--- config.mk ---
export PLATFORM = sky130hd
export DESIGN_NAME = seq_div_flat
export DESIGN_NICKNAME = d
export VERILOG_FILES = /design/src/rtl/core_pkg.sv /design/src/rtl/seq_div_if.sv /design/src/rtl/div_step.sv /design/src/rtl/seq_div.sv /design/src/flat_wrapper.sv
export SDC_FILE = /design/constraint.sdc
export NUM_CORES = 1
export LEC_CHECK = 0
export BUFFER_PORTS_ARGS = -buffer_cell sky130_fd_sc_hd__buf_2
export CORE_ASPECT_RATIO = 0.7
export CORE_MARGIN = 1.5
export CORE_UTILIZATION = 50
export CTS_BUF_LIST = sky130_fd_sc_hd__clkbuf_4 sky130_fd_sc_hd__clkbuf_8
export DETAILED_ROUTE_END_ITERATION = 8
export PLACE_DENSITY = 0.69
export REMOVE_ABC_BUFFERS = 1
export SLEW_MARGIN = 5
export SYNTH_ARGS = -nofsm -noshare
export SYNTH_HDL_FRONTEND = slang
export SYNTH_HIERARCHICAL = 1
export SYNTH_SLANG_ARGS = --single-unit
--- constraint.sdc ---
create_clock -name clk -period 4.3 [get_ports clk]
set_input_delay 1.075 -clock clk [delete_from_list [all_inputs] [get_ports clk]]
set_output_delay 1.075 -clock clk [all_outputs]
set_load 0.01 [all_outputs]
--- src/rtl/core_pkg.sv ---
// Shared types for the execute-stage integer divider: operation codes and FSM states.
package core_pkg;

    localparam int XLEN = 32;

    typedef enum logic [1:0] {
        DIV  = 2'b00,
        DIVU = 2'b01,
        REM  = 2'b10,
        REMU = 2'b11
    } divop_t;

    typedef enum logic [1:0] {
        IDLE = 2'b00,
        CALC = 2'b01,
        FIN  = 2'b10
    } div_state_t;

    function automatic logic op_signed(input divop_t op);
        return (op == DIV) || (op == REM);
    endfunction

    function automatic logic op_is_rem(input divop_t op);
        return (op == REM) || (op == REMU);
    endfunction

endpackage

--- src/rtl/seq_div_if.sv ---
// Issue/result bundle between the execute stage and the divider.
interface seq_div_if
    import core_pkg::*;
#(
    parameter int WIDTH = XLEN
);
    logic             start;
    logic             kill;
    divop_t           op;
    logic [WIDTH-1:0] a;
    logic [WIDTH-1:0] b;
    logic             busy;
    logic             done;
    logic [WIDTH-1:0] result;

    modport master (output start, kill, op, a, b, input busy, done, result);
    modport slave  (input start, kill, op, a, b, output busy, done, result);
endinterface

--- src/rtl/div_step.sv ---
// One radix-2 restoring iteration: shift {rem,quo} left, trial-subtract divisor, commit on no borrow.
module div_step
    import core_pkg::*;
#(
    parameter int WIDTH = XLEN
)
(
    input  logic [WIDTH:0]   i_rem,
    input  logic [WIDTH-1:0] i_quo,
    input  logic [WIDTH-1:0] i_divisor,
    output logic [WIDTH:0]   o_rem,
    output logic [WIDTH-1:0] o_quo
);
    logic [WIDTH:0]   w_shr;
    logic [WIDTH+1:0] w_diff;
    logic             w_borrow;

    assign w_shr  = {i_rem[WIDTH-1:0], i_quo[WIDTH-1]};
    assign w_diff = {1'b0, w_shr} - {2'b00, i_divisor};
    // A set top bit means the shifted value exceeds any divisor, so no borrow is possible.
    assign w_borrow = w_diff[WIDTH+1] & ~i_rem[WIDTH];

    assign o_rem = w_borrow ? w_shr : w_diff[WIDTH:0];
    assign o_quo = {i_quo[WIDTH-2:0], ~w_borrow};
endmodule

--- src/rtl/seq_div.sv ---
// Signed/unsigned divide and remainder, fixed WIDTH+1 cycles from accept to done.
// start is taken only in IDLE; kill aborts an in-flight op and suppresses done.
module seq_div
    import core_pkg::*;
#(
    parameter int WIDTH = XLEN
)
(
    input  logic     clk,
    input  logic     rst,
    seq_div_if.slave bus
);
    localparam int            CW   = $clog2(WIDTH);
    localparam logic [CW-1:0] LAST = CW'(WIDTH - 1);

    div_state_t       r_state, w_next;
    divop_t           r_op;
    logic             r_sa, r_sb, r_dz;
    logic [WIDTH-1:0] r_a, r_div, r_quo, r_result;
    logic [WIDTH:0]   r_rem;
    logic [CW-1:0]    r_cnt;

    logic             w_sa, w_sb, w_accept;
    logic [WIDTH-1:0] w_mag_a, w_mag_b, w_quo_nxt, w_q_fix, w_r_fix, w_fix;
    logic [WIDTH:0]   w_rem_nxt;

    assign w_sa     = op_signed(bus.op) & bus.a[WIDTH-1];
    assign w_sb     = op_signed(bus.op) & bus.b[WIDTH-1];
    assign w_mag_a  = w_sa ? -bus.a : bus.a;
    assign w_mag_b  = w_sb ? -bus.b : bus.b;
    assign w_accept = (r_state == IDLE) && bus.start && !bus.kill;

    div_step #(.WIDTH(WIDTH)) u_step (
        .i_rem     (r_rem),
        .i_quo     (r_quo),
        .i_divisor (r_div),
        .o_rem     (w_rem_nxt),
        .o_quo     (w_quo_nxt)
    );

    // Divide-by-zero returns all ones / the original dividend, independent of signs.
    assign w_q_fix = r_dz ? '1  : ((r_sa ^ r_sb) ? -r_quo : r_quo);
    assign w_r_fix = r_dz ? r_a : (r_sa ? -r_rem[WIDTH-1:0] : r_rem[WIDTH-1:0]);
    assign w_fix   = op_is_rem(r_op) ? w_r_fix : w_q_fix;

    always_ff @(posedge clk) begin
        if (rst) begin
            r_state <= IDLE;
        end else begin
            r_state <= w_next;
        end
    end

    always_comb begin
        w_next     = r_state;
        bus.busy   = 1'b0;
        bus.done   = 1'b0;
        bus.result = r_result;
        unique case (r_state)
            IDLE: begin
                if (w_accept) begin
                    w_next = CALC;
                end
            end
            CALC: begin
                bus.busy = 1'b1;
                if (bus.kill) begin
                    w_next = IDLE;
                end else if (r_cnt == LAST) begin
                    w_next = FIN;
                end
            end
            FIN: begin
                bus.busy = 1'b1;
                w_next   = IDLE;
                if (!bus.kill) begin
                    bus.done   = 1'b1;
                    bus.result = w_fix;
                end
            end
            default: w_next = IDLE;
        endcase
    end

    always_ff @(posedge clk) begin
        if (rst) begin
            r_op     <= DIV;
            r_sa     <= 1'b0;
            r_sb     <= 1'b0;
            r_dz     <= 1'b0;
            r_a      <= '0;
            r_div    <= '0;
            r_quo    <= '0;
            r_rem    <= '0;
            r_cnt    <= '0;
            r_result <= '0;
        end else begin
            unique case (r_state)
                IDLE: begin
                    if (w_accept) begin
                        r_op  <= bus.op;
                        r_sa  <= w_sa;
                        r_sb  <= w_sb;
                        r_dz  <= (bus.b == '0);
                        r_a   <= bus.a;
                        r_div <= w_mag_b;
                        r_quo <= w_mag_a;
                        r_rem <= '0;
                        r_cnt <= '0;
                    end
                end
                CALC: begin
                    r_rem <= w_rem_nxt;
                    r_quo <= w_quo_nxt;
                    r_cnt <= r_cnt + CW'(1);
                end
                FIN: begin
                    if (!bus.kill) begin
                        r_result <= w_fix;
                    end
                end
                default: ;
            endcase
        end
    end
endmodule

--- src/flat_wrapper.sv ---
// flat-port wrapper written by rule: the top's interface ports become plain ports
module seq_div_flat import core_pkg::*;
#(
    parameter int WIDTH = XLEN
)
  (clk, rst, bus_start, bus_kill, bus_op, bus_a, bus_b, bus_busy, bus_done, bus_result);
  seq_div_if #(.WIDTH(WIDTH)) bus_i ();
  input  logic clk;
  input  logic rst;
  input wire logic [$bits(bus_i.start)-1:0] bus_start;
  input wire logic [$bits(bus_i.kill)-1:0] bus_kill;
  input wire logic [$bits(bus_i.op)-1:0] bus_op;
  input wire logic [$bits(bus_i.a)-1:0] bus_a;
  input wire logic [$bits(bus_i.b)-1:0] bus_b;
  output wire logic [$bits(bus_i.busy)-1:0] bus_busy;
  output wire logic [$bits(bus_i.done)-1:0] bus_done;
  output wire logic [$bits(bus_i.result)-1:0] bus_result;
  assign bus_i.start = bus_start;
  assign bus_i.kill = bus_kill;
  assign bus_i.op = bus_op;
  assign bus_i.a = bus_a;
  assign bus_i.b = bus_b;
  assign bus_busy = bus_i.busy;
  assign bus_done = bus_i.done;
  assign bus_result = bus_i.result;
  seq_div #(.WIDTH(WIDTH)) u_core (.clk(clk), .rst(rst), .bus(bus_i));
endmodule
After elaboration in Yosys (flattened, before gate mapping)
Index checks and enable logic that the tools add are counted.
{"block": "classes", "n_reduce_logical": 13, "n_mux": 23, "n_addsub": 6, "bitwise": 6, "eq_ne": 8}
{"op": "$mux 32", "n": 10}
{"op": "$neg 32->32", "n": 4}
{"op": "$mux 33", "n": 2}
{"op": "$pmux 33 s2", "n": 1}
{"op": "$pmux 32 s2", "n": 1}
{"op": "$sub 33x32->34", "n": 1}
{"op": "$logic_not 32->1", "n": 1}
{"op": "$pmux 5 s2", "n": 1}
{"op": "$eq 2x2->1 const B", "n": 4}
{"op": "$mux 2", "n": 3}
{"op": "$reduce_and 2->1", "n": 3}
{"op": "$add 5x1->5 const B", "n": 1}
{"op": "$eq 5x5->1 const B", "n": 1}
{"op": "$mux 5", "n": 1}
{"op": "$logic_not 2->1", "n": 2}
{"op": "$pmux 2 s2", "n": 1}
{"op": "$and 1x1->1", "n": 3}
{"op": "$mux 1", "n": 3}
{"op": "$ne 3x2->1 const B", "n": 1}
{"op": "$eq 2x1->1 const B", "n": 1}
{"op": "$logic_and 1x1->1", "n": 2}
{"op": "$logic_or 1x1->1", "n": 2}
{"op": "$ne 2x1->1 const B", "n": 1}
{"op": "$not 1->1", "n": 2}
{"op": "4 further kinds", "n": 4}
{"block": "word_totals", "output_inout_bits": 34, "reg_bits": 173}

Depth between registers and ports, before layout
Gate-level depths: netlist (run 1).
{"block": "depth", "depth_word": 6, "mapped_depth": 15, "depth_no_buf": 13}

Hierarchy
The synthesis (run 1) kept the hierarchy.
{"module": "seq_div", "n_inst": 1, "area_each_um2": 9711.8, "cells_per_inst": 1264}
{"module": "div_step", "n_inst": 1, "area_each_um2": 2733.9, "cells_per_inst": 393}

Worst setup path after synthesis (run 1)
Ideal clock, no wire load.
{"block": "synth_timing", "path_type": "input to output", "start": "input bus_kill", "end": "output bus_result[16]", "path_buffers": 3, "arrival_time_ns": 2.499, "path_stages": 7, "required_time_ns": 3.225, "slack_ns": 0.726, "path_cell_list": "nand2b_1 clkbuf_1 clkinv_1 clkbuf_1 clkbuf_1 o22ai_1 nor3_1"}
{"block": "synth_between", "elab_chain_len": 2}
{"item": "start, declared", "line_no": "flat_wrapper.sv:11", "rtl": "input wire logic [$bits(bus_i.kill)-1:0] bus_kill;"}
{"item": "$mux 32 (2 in series)"}
{"item": "end, declared", "line_no": "flat_wrapper.sv:17", "rtl": "output wire logic [$bits(bus_i.result)-1:0] bus_result;"}
No other way between the ends.

Worst setup path in the final report (run 1)
{"block": "layout_timing", "start": "register u_core.r_rem[4]", "end": "output bus_result[29]"}
{"block": "layout_between", "elab_chain_len": 6}
{"item": "start, declared", "line_no": "seq_div.sv:20", "rtl": "logic [WIDTH:0] r_rem;"}
{"item": "start signal, assigned", "line_no": "seq_div.sv:113", "rtl": "r_rem <= w_rem_nxt;"}
{"item": "$neg 32->32", "line_no": "seq_div.sv:43", "rtl": "assign w_r_fix = r_dz ? r_a : (r_sa ? -r_rem[WIDTH-1:0] : r_rem[WIDTH-1:0]);"}
{"item": "$mux 32 (2 in series)", "line_no": "seq_div.sv:43"}
{"item": "$mux 32", "line_no": "seq_div.sv:44", "rtl": "assign w_fix = op_is_rem(r_op) ? w_r_fix : w_q_fix;"}
{"item": "$mux 32 (2 in series)"}
No other way between the ends.

==> results of run 1 <==
-- sequential cells by signal (all words and copies together), names as in the netlist, 2 cells and up --
name / flops
u_core/r_a: 32
u_core/r_cnt: 5
u_core/r_div: 32
u_core/r_quo: 32
u_core/r_rem: 33
u_core/r_result: 32
u_core/r_state: 2
-- cell families (layout without fill, tap and decap cells) --
group	after synthesis	in the layout	synth area share
multiplexers	42	42	0.0396
flip-flops	172	172	0.277
other	0	1	0
AND/OR/NAND/NOR	583	584	0.223
adder cells (fa/ha/maj)	42	42	0.0428
XOR/XNOR	128	128	0.0901
buffers and inverters	206	247	0.0755
AO/OA/AOI/OAI	484	484	0.253
-- layer usage --
| metal | up-vias | wire (um) | global-route usage |
|---|---|---|---|
| li1 | 5965 | - | - |
| met1 | 6044 | 18300 | 0.438 |
| met2 | 540 | 15900 | 0.424 |
| met3 | 43 | 3590 | 0.0644 |
| met4 | 0 | 594 | 0.0777 |
| met5 | - | 0 | 0 |
-- worst max path at each step --
stage	startpoint	end	slack, ps	depth (start not counted)
4_1_cts	u_core/r_rem[0]	bus_result[24]	-8	9
2_1_floorplan	bus_start	u_core/r_quo[17]	80	5
5_1_grt	u_core/r_rem[4]	bus_result[29]	-0.6	6
6_report	u_core/r_rem[4]	bus_result[29]	70	6
3_3_place_gp	u_core/r_rem[0]	bus_result[26]	440	9
3_5_place_dp	u_core/r_rem[0]	bus_result[26]	380	9
-- power breakdown --
part | internal, mW | switching, mW
clock network | 0.758 | 0.628
registers | 1.65 | 0.0589
logic | 0.329 | 0.547
total | 2.74 | 1.23
-- cell usage in the layout, fill, tap and decap left out, drive strengths merged, types with 6 or more instances in the layout --
cell type and instances:
a2111oi 6, a211oi 36, a21o 15, a21oi 145, a221oi 13, a22oi 37
a31oi 29, a41oi 8, and2 23, and3 17, buf 147, bufinv 6
clkbuf 19, clkinv 7, dfxtp 172, ha 41, inv 67, mux2 22
mux2i 20, nand2 180, nand2b 17, nand3 23, nand4 12, nor2 165
nor2b 12, nor3 52, nor3b 6, nor4 17, o211ai 16, o21a 11
o21ai 79, o22ai 23, o31ai 25, o41ai 12, or2 7, or3 26
or4 15, xnor2 75, xor2 53
-- repair_timing --
action / 4_1_cts / 5_1_grt
gates resized for setup: 2 / 14
setup endpoints to repair: 11 / 13
hold endpoints to repair: 0 / 0
gates cloned: 0 / 1
setup buffers: 0 / 1
pin swaps: 0 / 2
-- worst max-delay path, stage by stage, from the launching register on --
cell and delay (ps):
dfxtp_1 420, or4_4 630, or3_4 500, or3_1 370
o31a_1 250, a221o_1 350, buf_2 150
-- metrics by stage --
stage | hold slack [ps] | instance area (um2) | setup TNS [ps] | utilization
final | 459 | 13600 | 0 | 0.555
after global placement | 439 | 13100 | 0 | 0.532
after detailed placement | 446 | 13100 | 0 | 0.532
after floorplan | 425 | 11800 | 0 | -
after CTS | 458 | 13500 | -14.7 | 0.551
after global routing | 485 | 13600 | -0.609 | 0.555
-- final cells by class --
class / count / area [um2]
Clock buffer: 19 / 249
Clock inverter: 13 / 221
Inverter: 68 / 260
Timing Repair Buffer: 147 / 873
Multi-Input combinational cell: 1280 / 8160
Fill cell: 2387 / 10900
Tap cell: 325 / 407
Antenna cell: 1 / 2.50
Sequential cell: 172 / 3450
==> results.ini, run 1 <==
[finish]
area_growth_pct = 9.46
layout.cells.non_filler = 2025
final_nets = 1798
drive_above_1_share = 0.137

[timing]
skew_ps = 14.6
finalCriticalPeriod_ps = 4230
relSlewSlack = 0.234
finalHoldViolCount = 0
tightest_slew_ps = 1150
slew_violations = 0
max_freq_ghz = 0.237
period_share = 0.983
final-setup-viol-count = 0
setup_slack_ps = 72.7

[synth]
synth-seq-cells = 172
yosysMostFrequentCell = nand2_1
syn-instance-count = 1657
async_flop_share = 0
yosysUniqueCellTypes = 75
ys_warn_count = 6
synth-main-ff-cell = dfxtp_1
synth_edf_count = 0
synth.largest_area_cell = dfxtp_1
netlist_area_mm2 = 0.0124
ys_top_cells_by_count = nand2_1 (180), dfxtp_1 (172), nor2_1 (164), a21oi_1 (145), clkbuf_1 (91)
synth.area.top_cells = dfxtp_1 (28%), a21oi_1 (5.8%), nand2_1 (5.4%)
avgSynthCellArea_um2 = 7.51
yosysTopAreaCellShare = 0.277
synth.yosys.seq_area_share = 0.277

[detailed_routing]
vias = 12600
routedWlPerCell_um = 18.9
drtPass1Iterations = 6
final_antenna_net_count = 0
drt_iter0_markers = 1355
vias_per_cell = 6.22
drc = 0
totalWireLength_um = 38300

[setup_path]
worst_r2r_path_depth = 13
worstPathRequired_ps = 3220
worstReg2RegEnd = u_core/r_rem[20]
worstSetupStartpointType = register
worstSetupPathType = register to primary output
worst-path-max-fanout = 13
arrival_ps = 3150
critPathCaptureType = primary output
worst-r2r-setup-slack_ps = 760
timing.rr.start = u_core/r_quo[31]

[hold_path]
min_to = u_core/r_a[12]
min-delay-path-class = register to register
worstHoldPathCells = 2
min_from = u_core/r_a[12]

[die]
row_count = 48
die_h_um = 135
die_w_um = 192
io_pins = 104
start_util = 0.507
core_mm2 = 0.0246
dieArea_mm2 = 0.0259

[placement]
gp_congestion = 0.956
post-place-cells = 1990
dp_hpwl_um = 27900
place_ws_ps = 375
port-buffer-count = 103

[clocking]
cts-root-buf = clkbuf_8
cts_sinks = 172
path_clk_slew_ps = 90
htree_levels = 4
cts_tree = done
cts_buffers = 17
clk_latency_ps = 490
cts.path.max_buffers = 2
holdBufCountCts = 0

[power]
power.total_mw = 3.97
p_leak_nw = 5.51
power.density_mw_per_mm2 = 292
peakVddDrop_mv = 0.195

[global_routing]
grt_start_max_net_pins = 157
antenna_found_initial = 1
grt.total_usage = 0.294
grt_pass1_vias = 11200
grt_overflow = 0
grt_pass1_wl_um = 60000

[run_status]
status = completed

[job]
maxCapViolations = 0

Note: power is estimated with default switching activity, not from simulation.
==> inputs of run 2 (changes only) <==
==> constraint.sdc (replaced) <==
create_clock -name clk -period 4.9 [get_ports clk]
set_input_delay 1.225 -clock clk [delete_from_list [all_inputs] [get_ports clk]]
set_output_delay 1.225 -clock clk [all_outputs]
set_load 0.01 [all_outputs]
==> run 2 against run 1 <==
- wire length shrank 0.57%
- largest power group unchanged
- register-to-register slack improved by 420 ps
- flip-flop and latch count unchanged
- global-route usage up 0.22 points
- critical path type unchanged
- worst hold slack improved by 0.67 ps
- non-clock buffer count shrank 9
- combinational power down 13%
- via count fell by 1.3%
- clock skew rose by 3.1 ps
- count of clock-buffer cells in the layout unchanged
==> results.ini, run 2 (synthesis results as in run 1) <==
[global_routing]
antenna_found_initial = 0  ; was 1
use_met1 = 0.447  ; was 0.438
grt_pass1_wl_um = 60300  ; was 60,000 um
busiest_layer = met1  ; unchanged
use_met3 = 0.0598  ; was 0.0644
grt_pass1_vias = 11200  ; about the same
grt_start_max_net_pins = 89  ; was 157
use_met2 = 0.425  ; was 0.424
grt.total_usage = 0.297  ; was 0.294
grt_overflow = 0  ; unchanged

[timing]
relSlewSlack = 0.299  ; was 0.234
period_share = 0.939
max_freq_ghz = 0.217
setup_slack_ps = 297  ; was 72.7 ps
rsz0062_at_grt = false
fin_setup_tns_ps = 0  ; unchanged
skew_ps = 17.7  ; was 14.6 ps
tightest_slew_ps = 1050  ; was 1150 ps
slew_violations = 0  ; unchanged
finalHoldViolCount = 0  ; unchanged
final-setup-viol-count = 0  ; unchanged
finalCriticalPeriod_ps = 4600

[setup_path]
crit_buf_inv = 2  ; was 1
worstPathRequired_ps = 3670  ; was 3220 ps
crit_slowest_cell = or3b_2  ; was or4_4
timing.rr.start = u_core/r_quo[31]  ; unchanged
worstSetupPathType = register to primary output  ; unchanged
crit_family = simple AND/OR/NAND/NOR gates  ; unchanged
critPathCaptureType = primary output  ; unchanged
arrival_ps = 3380  ; was 3150 ps
worst-path-max-fanout = 12  ; was 13
worstReg2RegEnd = u_core/r_rem[20]  ; unchanged
crit_path_max_incr_delay_ps = 520  ; was 630 ps
worstSetupStartpointType = register  ; unchanged
crit_chain = inv_1 -> ha_1 -> or3b_2 -> or3_4 -> o41ai_1 -> xor2_1 -> a221oi_2 -> buf_2  ; was or4_4 -> or3_4 -> or3_1 -> o31a_1 -> a221o_1 -> buf_2
worst_r2r_path_depth = 13  ; unchanged
worst-r2r-setup-slack_ps = 1180  ; was 760 ps

[power]
peakVddDrop_mv = 0.167  ; was 0.195 mV
power.density_mw_per_mm2 = 252  ; was 292 mW/mm2
p_leak_nw = 5.40  ; was 5.51 nW

[clocking]
cts-root-buf = clkbuf_8  ; unchanged
htree_levels = 4  ; unchanged
cts.path.max_buffers = 2  ; unchanged
cts_tree = done  ; unchanged
cts_buffers = 17  ; unchanged
cts_sinks = 172  ; unchanged
path_clk_slew_ps = 100  ; was 90 ps
clk_latency_ps = 490  ; about the same

[hold_path]
min-delay-path-class = register to register  ; unchanged
worstHoldPathCells = 2  ; unchanged
min_from = u_core/r_a[2]  ; was u_core/r_a[12]
min_to = u_core/r_a[2]  ; was u_core/r_a[12]

[finish]
fill_cells = 2411  ; was 2,387
final_nets = 1788  ; was 1,798
layout_common_cells = nand2_1 (180), dfxtp_1 (172), nor2_1 (164)  ; was nand2_1 (180), dfxtp_1 (171), nor2_1 (164)
antenna_cells = 0  ; was 1
final_common_cell = nand2_1  ; unchanged
largest-register = u_core/r_rem  ; unchanged
largest_register_ffs = 33  ; unchanged
area_growth_pct = 7.85  ; was 9.46%
drive_above_1_share = 0.127  ; was 0.137

[detailed_routing]
drc = 0  ; unchanged
drtPass1Iterations = 6  ; unchanged
vias = 12400  ; was 12,600
final_antenna_net_count = 0  ; unchanged
totalWireLength_um = 38100  ; was 38,300 um
routedWlPerCell_um = 18.9  ; about the same
vias_per_cell = 6.17  ; was 6.22
drt_iter0_markers = 1220  ; was 1,355

[die]
start_util = 0.507  ; unchanged
dieArea_mm2 = 0.0259  ; unchanged
io_pins = 104  ; unchanged
die_h_um = 135  ; unchanged
die_w_um = 192  ; unchanged
row_count = 48  ; unchanged
core_mm2 = 0.0246  ; unchanged

[job]
maxCapViolations = 0  ; unchanged

[placement]
port-buffer-count = 103  ; unchanged
gp_congestion = 0.908  ; was 0.956
dp_hpwl_um = 28100  ; was 27,900 um
place_ws_ps = 601  ; was 375 ps

[run_status]
status = completed  ; unchanged

-- run 2: changes by cell type in the layout (fill, tap and decap cells not counted), moves of 2 or more --
| cell | previous run | this run |
|---|---|---|
| o41ai_1 | 10 | 12 |
| clkinvlp_4 | 1 | 3 |
| clkinv_2 | 5 | 2 |
| or3_4 | 4 | 1 |
| bufinv_16 | 6 | 3 |
| clkinv_4 | 1 | 4 |
| clkbuf_4 | 2 | 0 |
| or3_1 | 22 | 24 |
| buf_4 | 43 | 35 |
| clkbuf_8 | 17 | 19 |
-- run 2: layout make-up --
| cell class | count | area [um2] | share of cell area |
|---|---|---|---|
| clock buffer | 19 | 262 | 0.0195 |
| clock inverter | 13 | 166 | 0.0124 |
| inverter | 68 | 260 | 0.0194 |
| multi-input combinational | 1279 | 8090 | 0.603 |
| sequential | 172 | 3440 | 0.257 |
| tap | 325 | 407 | 0.0303 |
| timing repair buffer | 138 | 793 | 0.0591 |
-- run 2: how the worst max path moves through the flow --
| stage | start | to | slack [ps] | cells past startpoint |
|---|---|---|---|---|
| 3_3_place_gp | bus_kill | bus_result[24] | 630 | 8 |
| 5_1_grt | u_core/r_rem[1] | bus_result[24] | 140 | 8 |
| 3_5_place_dp | bus_kill | bus_result[24] | 600 | 8 |
| 2_1_floorplan | bus_kill | bus_result[29] | 460 | 6 |
| 6_report | u_core/r_rem[1] | bus_result[24] | 300 | 8 |
| 4_1_cts | u_core/r_rem[1] | bus_result[24] | 10 | 8 |
-- run 2: power by group --
part / total, mW / switching (mW) / internal, mW
combinational: 0.758 / 0.475 / 0.283
sequential: 1.50 / 0.0535 / 1.45
clock: 1.12 / 0.585 / 0.534
total: 3.38 / 1.11 / 2.27
-- run 2: per-layer routing --
layer	routed length, um	share of wire	up-vias
met4	591	0.016	0
met5	0	0	-
met2	15600	0.41	506
met1	18700	0.49	5916
met3	3170	0.083	44
li1	-	-	5966
-- run 2: worst register-to-register path: cells and delay by family, from the launching register on --
family	cells	cell delay [ps]
adder cells (fa/ha/maj)	2	680
XOR/XNOR	1	90
multiplexers	1	260
AO/OA/AOI/OAI	6	1570
AND/OR/NAND/NOR	2	250
flip-flops	1	630
buffers and inverters	1	110
-- run 2: per-stage QoR --
step | cells | util | power [mW] | hold WS, ps | cell area [um2]
5_1_grt | 2014 | 0.546 | 3.53 | 472 | 13400
3_3_place_gp | 1982 | 0.529 | 2.26 | 437 | 13000
4_1_cts | 2014 | 0.546 | 3.38 | 460 | 13400
2_1_floorplan | 1519 | - | 2.02 | 425 | 11800
3_5_place_dp | 1982 | 0.529 | 2.27 | 446 | 13000
6_report | 2014 | 0.546 | 3.38 | 459 | 13400
-- run 2: what timing repair did --
item | 4_1_cts | 5_1_grt
setup buffers | 0 | 0
resized for setup | 0 | 2
setup endpoints to repair | 0 | 1
hold buffers | 0 | 0
